===== src/rtl/tl_buffer_cfg.sv =====
`default_nettype none
// ============================================================================
//  Module   : tl_buffer_cfg (with helper tl_buffer_cfg_queue)
//  Purpose  : Configurable TileLink-UL/UH buffer between a client port
//             (auto_in) and a manager port (auto_out). Independently sized
//             A and D queues with optional flow-through and pipe modes,
//             beat-accurate tracking of outstanding messages, and a drain
//             control that stops new A messages at message boundaries.
//  Ports    : clock, reset (async, active-low)
//             auto_in_a_*  / auto_out_a_*  : A channel, client -> manager
//             auto_out_d_* / auto_in_d_*   : D channel, manager -> client
//             drain_req    : hold off new A messages (bursts finish)
//             idle         : registered; nothing queued, nothing outstanding
//             inflight     : messages awaiting their last D beat
//             a_count, d_count : queue occupancies
//  Revision : 1.0  initial release
// ============================================================================

// ----------------------------------------------------------------------------
// Generic ready/valid FIFO. DEPTH = 0 degenerates to wires.
// ----------------------------------------------------------------------------
module tl_buffer_cfg_queue #(
    parameter int WIDTH = 8,
    parameter int DEPTH = 2,
    parameter int FLOW  = 0,
    parameter int PIPE  = 0,
    parameter int CNT_W = 2
) (
    input  logic             clock,
    input  logic             reset,
    input  logic             enq_valid,
    output logic             enq_ready,
    input  logic [WIDTH-1:0] enq_bits,
    output logic             deq_valid,
    input  logic             deq_ready,
    output logic [WIDTH-1:0] deq_bits,
    output logic [CNT_W-1:0] count
);
    generate
        if (DEPTH == 0) begin : g_wire
            logic w_unused;
            assign w_unused  = clock ^ reset;
            assign deq_valid = enq_valid;
            assign deq_bits  = enq_bits;
            assign enq_ready = deq_ready;
            assign count     = '0;
        end else begin : g_fifo
            localparam int PTR_W = (DEPTH > 1) ? $clog2(DEPTH) : 1;
            localparam logic [PTR_W-1:0] c_last = PTR_W'(DEPTH - 1);
            localparam logic [CNT_W-1:0] c_full = CNT_W'(DEPTH);

            logic [WIDTH-1:0] r_mem [DEPTH];
            logic [PTR_W-1:0] r_wptr;
            logic [PTR_W-1:0] r_rptr;
            logic [CNT_W-1:0] r_count;
            logic             w_empty;
            logic             w_full;
            logic             w_bypass;
            logic             w_do_enq;
            logic             w_do_deq;

            assign w_empty  = (r_count == '0);
            assign w_full   = (r_count == c_full);
            // Flow mode: an empty queue presents the enqueue side directly.
            assign w_bypass = (FLOW != 0) && w_empty;

            assign deq_valid = w_bypass ? enq_valid : !w_empty;
            assign deq_bits  = w_bypass ? enq_bits  : r_mem[r_rptr];
            assign enq_ready = !w_full || ((PIPE != 0) && deq_ready);

            // A bypassed beat that is consumed immediately is never stored.
            assign w_do_enq = enq_valid && enq_ready && !(w_bypass && deq_ready);
            assign w_do_deq = deq_ready && !w_empty;
            assign count    = r_count;

            always_ff @(posedge clock) begin
                if (w_do_enq) begin
                    r_mem[r_wptr] <= enq_bits;
                end
            end

            always_ff @(posedge clock or negedge reset) begin
                if (!reset) begin
                    r_wptr  <= '0;
                    r_rptr  <= '0;
                    r_count <= '0;
                end else begin
                    if (w_do_enq) begin
                        r_wptr <= (r_wptr == c_last) ? '0 : r_wptr + 1'b1;
                    end
                    if (w_do_deq) begin
                        r_rptr <= (r_rptr == c_last) ? '0 : r_rptr + 1'b1;
                    end
                    if (w_do_enq && !w_do_deq) begin
                        r_count <= r_count + 1'b1;
                    end else if (!w_do_enq && w_do_deq) begin
                        r_count <= r_count - 1'b1;
                    end
                end
            end
        end
    endgenerate
endmodule

// ----------------------------------------------------------------------------
// Top level
// ----------------------------------------------------------------------------
module tl_buffer_cfg #(
    parameter int ADDR_W       = 32,
    parameter int DATA_W       = 64,
    parameter int SOURCE_W     = 1,
    parameter int SINK_W       = 3,
    parameter int SIZE_W       = 4,
    parameter int A_DEPTH      = 2,
    parameter int D_DEPTH      = 2,
    parameter int A_FLOW       = 0,
    parameter int D_FLOW       = 0,
    parameter int A_PIPE       = 0,
    parameter int D_PIPE       = 0,
    parameter int MAX_INFLIGHT = 4,
    localparam int MASK_W      = DATA_W / 8,
    localparam int INF_W       = $clog2(MAX_INFLIGHT + 1),
    localparam int A_CNT_W     = (A_DEPTH > 0) ? $clog2(A_DEPTH + 1) : 1,
    localparam int D_CNT_W     = (D_DEPTH > 0) ? $clog2(D_DEPTH + 1) : 1
) (
    input  logic                clock,
    input  logic                reset,

    input  logic                auto_in_a_valid,
    output logic                auto_in_a_ready,
    input  logic [2:0]          auto_in_a_bits_opcode,
    input  logic [2:0]          auto_in_a_bits_param,
    input  logic [SIZE_W-1:0]   auto_in_a_bits_size,
    input  logic [SOURCE_W-1:0] auto_in_a_bits_source,
    input  logic [ADDR_W-1:0]   auto_in_a_bits_address,
    input  logic [MASK_W-1:0]   auto_in_a_bits_mask,
    input  logic [DATA_W-1:0]   auto_in_a_bits_data,
    input  logic                auto_in_a_bits_corrupt,

    output logic                auto_in_d_valid,
    input  logic                auto_in_d_ready,
    output logic [2:0]          auto_in_d_bits_opcode,
    output logic [1:0]          auto_in_d_bits_param,
    output logic [SIZE_W-1:0]   auto_in_d_bits_size,
    output logic [SOURCE_W-1:0] auto_in_d_bits_source,
    output logic [SINK_W-1:0]   auto_in_d_bits_sink,
    output logic                auto_in_d_bits_denied,
    output logic [DATA_W-1:0]   auto_in_d_bits_data,
    output logic                auto_in_d_bits_corrupt,

    output logic                auto_out_a_valid,
    input  logic                auto_out_a_ready,
    output logic [2:0]          auto_out_a_bits_opcode,
    output logic [2:0]          auto_out_a_bits_param,
    output logic [SIZE_W-1:0]   auto_out_a_bits_size,
    output logic [SOURCE_W-1:0] auto_out_a_bits_source,
    output logic [ADDR_W-1:0]   auto_out_a_bits_address,
    output logic [MASK_W-1:0]   auto_out_a_bits_mask,
    output logic [DATA_W-1:0]   auto_out_a_bits_data,
    output logic                auto_out_a_bits_corrupt,

    input  logic                auto_out_d_valid,
    output logic                auto_out_d_ready,
    input  logic [2:0]          auto_out_d_bits_opcode,
    input  logic [1:0]          auto_out_d_bits_param,
    input  logic [SIZE_W-1:0]   auto_out_d_bits_size,
    input  logic [SOURCE_W-1:0] auto_out_d_bits_source,
    input  logic [SINK_W-1:0]   auto_out_d_bits_sink,
    input  logic                auto_out_d_bits_denied,
    input  logic [DATA_W-1:0]   auto_out_d_bits_data,
    input  logic                auto_out_d_bits_corrupt,

    input  logic                drain_req,
    output logic                idle,
    output logic [INF_W-1:0]    inflight,
    output logic [A_CNT_W-1:0]  a_count,
    output logic [D_CNT_W-1:0]  d_count
);
    localparam int BEAT_LG = $clog2(DATA_W / 8);
    localparam int A_W     = 3 + 3 + SIZE_W + SOURCE_W + ADDR_W + MASK_W + DATA_W + 1;
    localparam int D_W     = 3 + 2 + SIZE_W + SOURCE_W + SINK_W + 1 + DATA_W + 1;
    // Wide enough for the remaining-beat count of the largest encodable size.
    localparam int BEAT_W  = 1 << SIZE_W;

    localparam logic [SIZE_W-1:0] c_beat_lg      = SIZE_W'(BEAT_LG);
    localparam logic [INF_W-1:0]  c_max_inflight = INF_W'(MAX_INFLIGHT);

    // Beats in a message, minus one.
    function automatic logic [BEAT_W-1:0] beats_m1(input logic has_data,
                                                   input logic [SIZE_W-1:0] size);
        logic [BEAT_W-1:0] v;
        v = '0;
        if (has_data && (size > c_beat_lg)) begin
            v = (BEAT_W'(1) << (size - c_beat_lg)) - BEAT_W'(1);
        end
        return v;
    endfunction

    logic [A_W-1:0]    w_a_enq_bits;
    logic [A_W-1:0]    w_a_deq_bits;
    logic [D_W-1:0]    w_d_enq_bits;
    logic [D_W-1:0]    w_d_deq_bits;
    logic              w_aq_enq_ready;
    logic              w_gate;
    logic              w_a_fire;
    logic              w_a_first;
    logic [BEAT_W-1:0] w_a_m1;
    logic              w_d_fire;
    logic              w_d_first;
    logic              w_d_last;
    logic [BEAT_W-1:0] w_d_m1;
    logic              w_inc;
    logic              w_dec;
    logic              w_inflight_full;

    logic [BEAT_W-1:0] r_a_left;
    logic [BEAT_W-1:0] r_d_left;
    logic [INF_W-1:0]  r_inflight;
    logic              r_idle;

    assign w_a_enq_bits = {auto_in_a_bits_opcode, auto_in_a_bits_param, auto_in_a_bits_size,
                           auto_in_a_bits_source, auto_in_a_bits_address, auto_in_a_bits_mask,
                           auto_in_a_bits_data, auto_in_a_bits_corrupt};
    assign {auto_out_a_bits_opcode, auto_out_a_bits_param, auto_out_a_bits_size,
            auto_out_a_bits_source, auto_out_a_bits_address, auto_out_a_bits_mask,
            auto_out_a_bits_data, auto_out_a_bits_corrupt} = w_a_deq_bits;

    assign w_d_enq_bits = {auto_out_d_bits_opcode, auto_out_d_bits_param, auto_out_d_bits_size,
                           auto_out_d_bits_source, auto_out_d_bits_sink, auto_out_d_bits_denied,
                           auto_out_d_bits_data, auto_out_d_bits_corrupt};
    assign {auto_in_d_bits_opcode, auto_in_d_bits_param, auto_in_d_bits_size,
            auto_in_d_bits_source, auto_in_d_bits_sink, auto_in_d_bits_denied,
            auto_in_d_bits_data, auto_in_d_bits_corrupt} = w_d_deq_bits;

    // ---------------- beat framing ----------------
    assign w_a_first = (r_a_left == '0);
    assign w_a_m1    = beats_m1(auto_in_a_bits_opcode <= 3'd3, auto_in_a_bits_size);
    assign w_a_fire  = auto_in_a_valid && auto_in_a_ready;

    assign w_d_first = (r_d_left == '0);
    assign w_d_m1    = beats_m1(auto_in_d_bits_opcode[0], auto_in_d_bits_size);
    assign w_d_last  = w_d_first ? (w_d_m1 == '0) : (r_d_left == BEAT_W'(1));
    assign w_d_fire  = auto_in_d_valid && auto_in_d_ready;

    assign w_inc = w_a_fire && w_a_first;
    // A stray completion with nothing outstanding is ignored (no underflow).
    assign w_dec = w_d_fire && w_d_last && (r_inflight != '0);

    // A completion retiring this cycle frees a slot for a new message in
    // the same cycle, so a full tracker does not cost a bubble.
    assign w_inflight_full = (r_inflight == c_max_inflight) && !w_dec;

    // Only first beats are held off; a burst in progress always completes.
    assign w_gate          = w_a_first && (drain_req || w_inflight_full);
    assign auto_in_a_ready = w_aq_enq_ready && !w_gate;

    tl_buffer_cfg_queue #(
        .WIDTH (A_W),
        .DEPTH (A_DEPTH),
        .FLOW  (A_FLOW),
        .PIPE  (A_PIPE),
        .CNT_W (A_CNT_W)
    ) u_a_queue (
        .clock     (clock),
        .reset     (reset),
        .enq_valid (auto_in_a_valid && !w_gate),
        .enq_ready (w_aq_enq_ready),
        .enq_bits  (w_a_enq_bits),
        .deq_valid (auto_out_a_valid),
        .deq_ready (auto_out_a_ready),
        .deq_bits  (w_a_deq_bits),
        .count     (a_count)
    );

    tl_buffer_cfg_queue #(
        .WIDTH (D_W),
        .DEPTH (D_DEPTH),
        .FLOW  (D_FLOW),
        .PIPE  (D_PIPE),
        .CNT_W (D_CNT_W)
    ) u_d_queue (
        .clock     (clock),
        .reset     (reset),
        .enq_valid (auto_out_d_valid),
        .enq_ready (auto_out_d_ready),
        .enq_bits  (w_d_enq_bits),
        .deq_valid (auto_in_d_valid),
        .deq_ready (auto_in_d_ready),
        .deq_bits  (w_d_deq_bits),
        .count     (d_count)
    );

    always_ff @(posedge clock or negedge reset) begin
        if (!reset) begin
            r_a_left   <= '0;
            r_d_left   <= '0;
            r_inflight <= '0;
            r_idle     <= 1'b1;
        end else begin
            if (w_a_fire) begin
                r_a_left <= w_a_first ? w_a_m1 : r_a_left - 1'b1;
            end
            if (w_d_fire) begin
                r_d_left <= w_d_first ? w_d_m1 : r_d_left - 1'b1;
            end
            if (w_inc && !w_dec) begin
                r_inflight <= r_inflight + 1'b1;
            end else if (!w_inc && w_dec) begin
                r_inflight <= r_inflight - 1'b1;
            end
            r_idle <= (a_count == '0) && (d_count == '0) && (r_inflight == '0) && w_a_first;
        end
    end

    assign inflight = r_inflight;
    assign idle     = r_idle;
endmodule
`default_nettype wire


===== config.mk =====
export PLATFORM = sky130hd
export DESIGN_NAME = tl_buffer_cfg
export DESIGN_NICKNAME = d
export VERILOG_FILES = /design/src/rtl/tl_buffer_cfg.sv
export SDC_FILE = /design/constraint.sdc
export NUM_CORES = 1
export LEC_CHECK = 0
export BUFFER_PORTS_ARGS = -buffer_cell sky130_fd_sc_hd__buf_2
export CAP_MARGIN = 20
export CORE_MARGIN = 2
export CORE_UTILIZATION = 48
export CTS_CLUSTER_DIAMETER = 120
export CTS_CLUSTER_SIZE = 20
export DETAILED_ROUTE_END_ITERATION = 8
export GPL_ROUTABILITY_DRIVEN = 0
export PLACE_DENSITY = 0.75
export REMOVE_ABC_BUFFERS = 1
export SYNTH_ARGS = -nofsm -noshare
export SYNTH_HDL_FRONTEND = slang
export SYNTH_SLANG_ARGS = --single-unit

===== constraint.sdc =====
create_clock -name clock -period 6.7 [get_ports clock]
set_input_delay 1.005 -clock clock [delete_from_list [all_inputs] [get_ports clock]]
set_output_delay 1.005 -clock clock [all_outputs]
set_load 0.02 [all_outputs]

==> results by group <==
STA
  • Hold Slack: 0.3428 ns
  • TNS Setup: 0 ns
  • Final setup fails: 0
  • Rel. slew slack: 35.67%
  • RSZ-0062 raised after global routing: no
  • Slew Viols, Final: 0
  • Worst setup margin: 2.685 ns
  • Worst Max-Slew Pin Slew: 0.9626 ns
  • Final Critical Period: 4.015 ns
  • Final Skew: 0.01745 ns
  • Final period utilization: 59.92%
  • Fmax: 249.1 MHz
  • Final Hold Fails: 0

Route
  • Number of routed nets with antenna violations: 0
  • DRT Pass-1 Iters: 7
  • Post-DR vias/cell: 5.271
  • Initial DRC Count: 514
  • DRC: 0
  • Total wire length: 36.37 mm
  • Vias: 9993
  • WL/cell: 19.18 um

Worst hold path
  • Hold Path Class: in -> async

Floorplan
  • Starting Density: 48.50%
  • Core area: 35310 um^2
  • Row Count: 69
  • Chip width: 192.9 um
  • Die Area: 37210 um^2
  • IO Count: 409
  • Chip height: 192.9 um

Flow run
  • Max-Cap Viols: 0

Clock tree
  • Setup Fix Bufs, Post-CTS: 0
  • Clock Tree Root: clkbuf_16
  • H-tree depth: 1
  • Clock transition at path regs: 0.09 ns
  • CTS max path bufs: 3
  • PostCTS Resize Cnt: 0
  • CTS tree: done
  • Clk sinks: 434
  • Post-CTS Hold Buffers: 0
  • Num CTS Buffers: 25
  • Skew-Pair Late Insertion Delay: 0.55 ns

Yosys
  • Post-Synth Adder-Cell Area: 0.7013%
  • Synth cell types: 61
  • Ys async rst share: 10.14%
  • Largest family of logic cells by synthesized area: multiplexers
  • EDFF count, synth: 390
  • Syn. warnings: 0
  • Synth Instances: 1001
  • Syn avg cell area: 17.11 um^2
  • Synth Area in Compound Gates: 3.894%
  • Mux contribution to synthesized area: 13.12%
  • Seq cells post-synth: 434
  • Cell area after synthesis: 17130 um^2
  • Xor/xnor share of the synthesized area: 0.9205%
  • Sequential area share after synthesis: 74.82%
  • Simple-gate area share of the yosys netlist: 5.333%
  • Synth Flop Type: edfxtp_1

Finish
  • Nets: 1620
  • Share of cells above drive strength 1: 46.32%
  • Syn-to-layout area delta: 19.46%
  • Multi-input gate area: 4133 um^2
  • Fill cells: 2735
  • Register area: 12820 um^2

Critical path
  • R2R depth: 9
  • Critical path type: reg -> out
  • FF-to-FF setup slack: 2.81 ns
  • CP required: 5.69 ns
  • Worst EP arrival: 3.01 ns
  • Crit path max fanout: 64
  • Crit. Startpoint: u_a_queue.g_fifo.r_rptr$_DFFE_PN0P_
  • Critical Path Source Type: register
  • R2r endpoint: u_a_queue.g_fifo.r_mem[1][8]$_DFFE_PP_
  • R2r startpoint: r_d_left[0]$_DFFE_PN0P_
  • Worst setup EP type: output pin

Global routing
  • Largest net degree at the start of global routing: 117
  • Vias in the first global route: 9992
  • First-pass GRT wire length: 53.37 mm
  • GRT Overall Usage: 18.47%
  • Initial antenna violation count: 10
  • Gr ovfl total: 0

Placement
  • Post-place setup slack: 2.341 ns
  • I/O Buffers: 408
  • Hpwl dp: 25.60 mm

Pwr
  • Leakage power: 7.672 nW
  • PwrDens: 433.6 nW/um^2
  • Worst VDD drop: 0.2976 mV

Outcome
  • Status: finished clean
[critical path, stage by stage, from the launching register on]
cell and delay [ns]:
dfrtp_4 0.98, buf_4 0.72, mux2_2 0.43, buf_2 0.17
[cell type report]
cell class | count | area share, %
clock buffer | 44 | 3.406
clock inverter | 1 | 0.04281
timing repair buffer | 417 | 10.49
antenna | 8 | 0.09785
multi-input combinational | 516 | 20.20
sequential | 434 | 62.66
tap | 461 | 2.819
inverter | 15 | 0.2752
[layer usage]
metal | wire length (um) | GRT usage [%] | share of wire, % | vias to the layer above
li1 | - | - | - | 4692
met1 | 14520 | 22.51 | 40 | 4859
met2 | 17360 | 31.83 | 48 | 390
met3 | 3644 | 5.819 | 10 | 48
met4 | 816 | 4.866 | 2.2 | 4
met5 | 26 | 0 | 0.071 | -
[synthesized netlist by cell type (7+ instances only)]
master,number,share of area (%)
nand2_1,41,0.90
ha_1,8,0.58
inv_1,13,0.28
mux2_2,196,13
nor2_1,44,0.96
clkbuf_1,32,0.70
nand3_1,14,0.41
o31ai_1,7,0.31
dfrtp_1,43,6.3
xor2_1,7,0.36
a31oi_1,8,0.29
nand2b_1,9,0.33
nor4_1,10,0.37
xnor2_1,11,0.56
a21oi_1,28,0.82
nor3_1,29,0.85
edfxtp_1,390,68
o21ai_0,31,0.91
[registers in the layout, summed over array words and instances, names as in the netlist, 2 cells and up]
signal / flops
u_d_queue.count: 2
u_a_queue.count: 2
inflight: 3
r_a_left: 16
u_a_queue.g_fifo.r_mem: 232
u_d_queue.g_fifo.r_mem: 158
r_d_left: 16
[where the power goes]
group	switching (mW)	internal (mW)	leakage (nW)
Sequential	0.352	3.72	4.17
Clock	0.811	0.708	0.335
Combinational	2.01	1.26	3.17
[per-stage QoR]
step           std cells  power, mW  util (%)  instance area (um^2)
5_1_grt             1894      9.336     57.93                 20450
2_1_floorplan        965      6.395         -                 16980
3_5_place_dp        1842      7.438     55.83                 19710
4_1_cts             1887      8.962     57.83                 20420
3_3_place_gp        1842      7.375     55.83                 19710
6_report            1896      8.870     57.94                 20460
[worst max path at each step]
stage / endpoint / slack [ns] / cells past startpoint
after CTS: auto_out_a_bits_data[8] / 2.70 / 3
after floorplan: u_a_queue.g_fifo.r_mem[0][0]$_DFFE_PP_ / -1.90 / 6
final: auto_out_a_bits_data[8] / 2.69 / 3
after global placement: u_a_queue.g_fifo.r_mem[1][8]$_DFFE_PP_ / 2.41 / 9
after detailed placement: u_a_queue.g_fifo.r_mem[1][31]$_DFFE_PP_ / 2.34 / 9
after global routing: auto_out_a_bits_data[8] / 2.59 / 3
[placed cells by master, fill, tap and decap left out, drive strengths merged, types with 4 or more instances in the layout]
cell / Yosys / final
buf: 4 / 417
edfxtp: 390 / 390
mux2: 196 / 196
nor2: 44 / 44
clkbuf: 32 / 44
dfrtp: 43 / 43
nand2: 42 / 42
o21ai: 32 / 32
nor3: 29 / 29
a21oi: 29 / 29
nand3: 14 / 14
inv: 13 / 13
xnor2: 11 / 11
nor4: 10 / 10
nand2b: 9 / 9
diode: 0 / 8
a31oi: 8 / 8
ha: 8 / 8
xor2: 7 / 7
o31ai: 7 / 7
or3: 5 / 5
and3: 5 / 5
and2: 4 / 4
a21o: 4 / 4
mux2i: 4 / 4
or2: 4 / 4
or4: 4 / 4
[kinds of logic (layout without fill, tap and decap cells)]
logic type	count (synthesis)	after routing
muxes	200	200
other	0	8
DFF	434	434
buffers and inverters	51	477
xor gates and xnor gates	18	18
and+or+nand+nor	183	183
adders and majority gates	9	9
AOI/OAI and AO/OA	106	106
No activity file was read; power rests on OpenSTA's default activity.
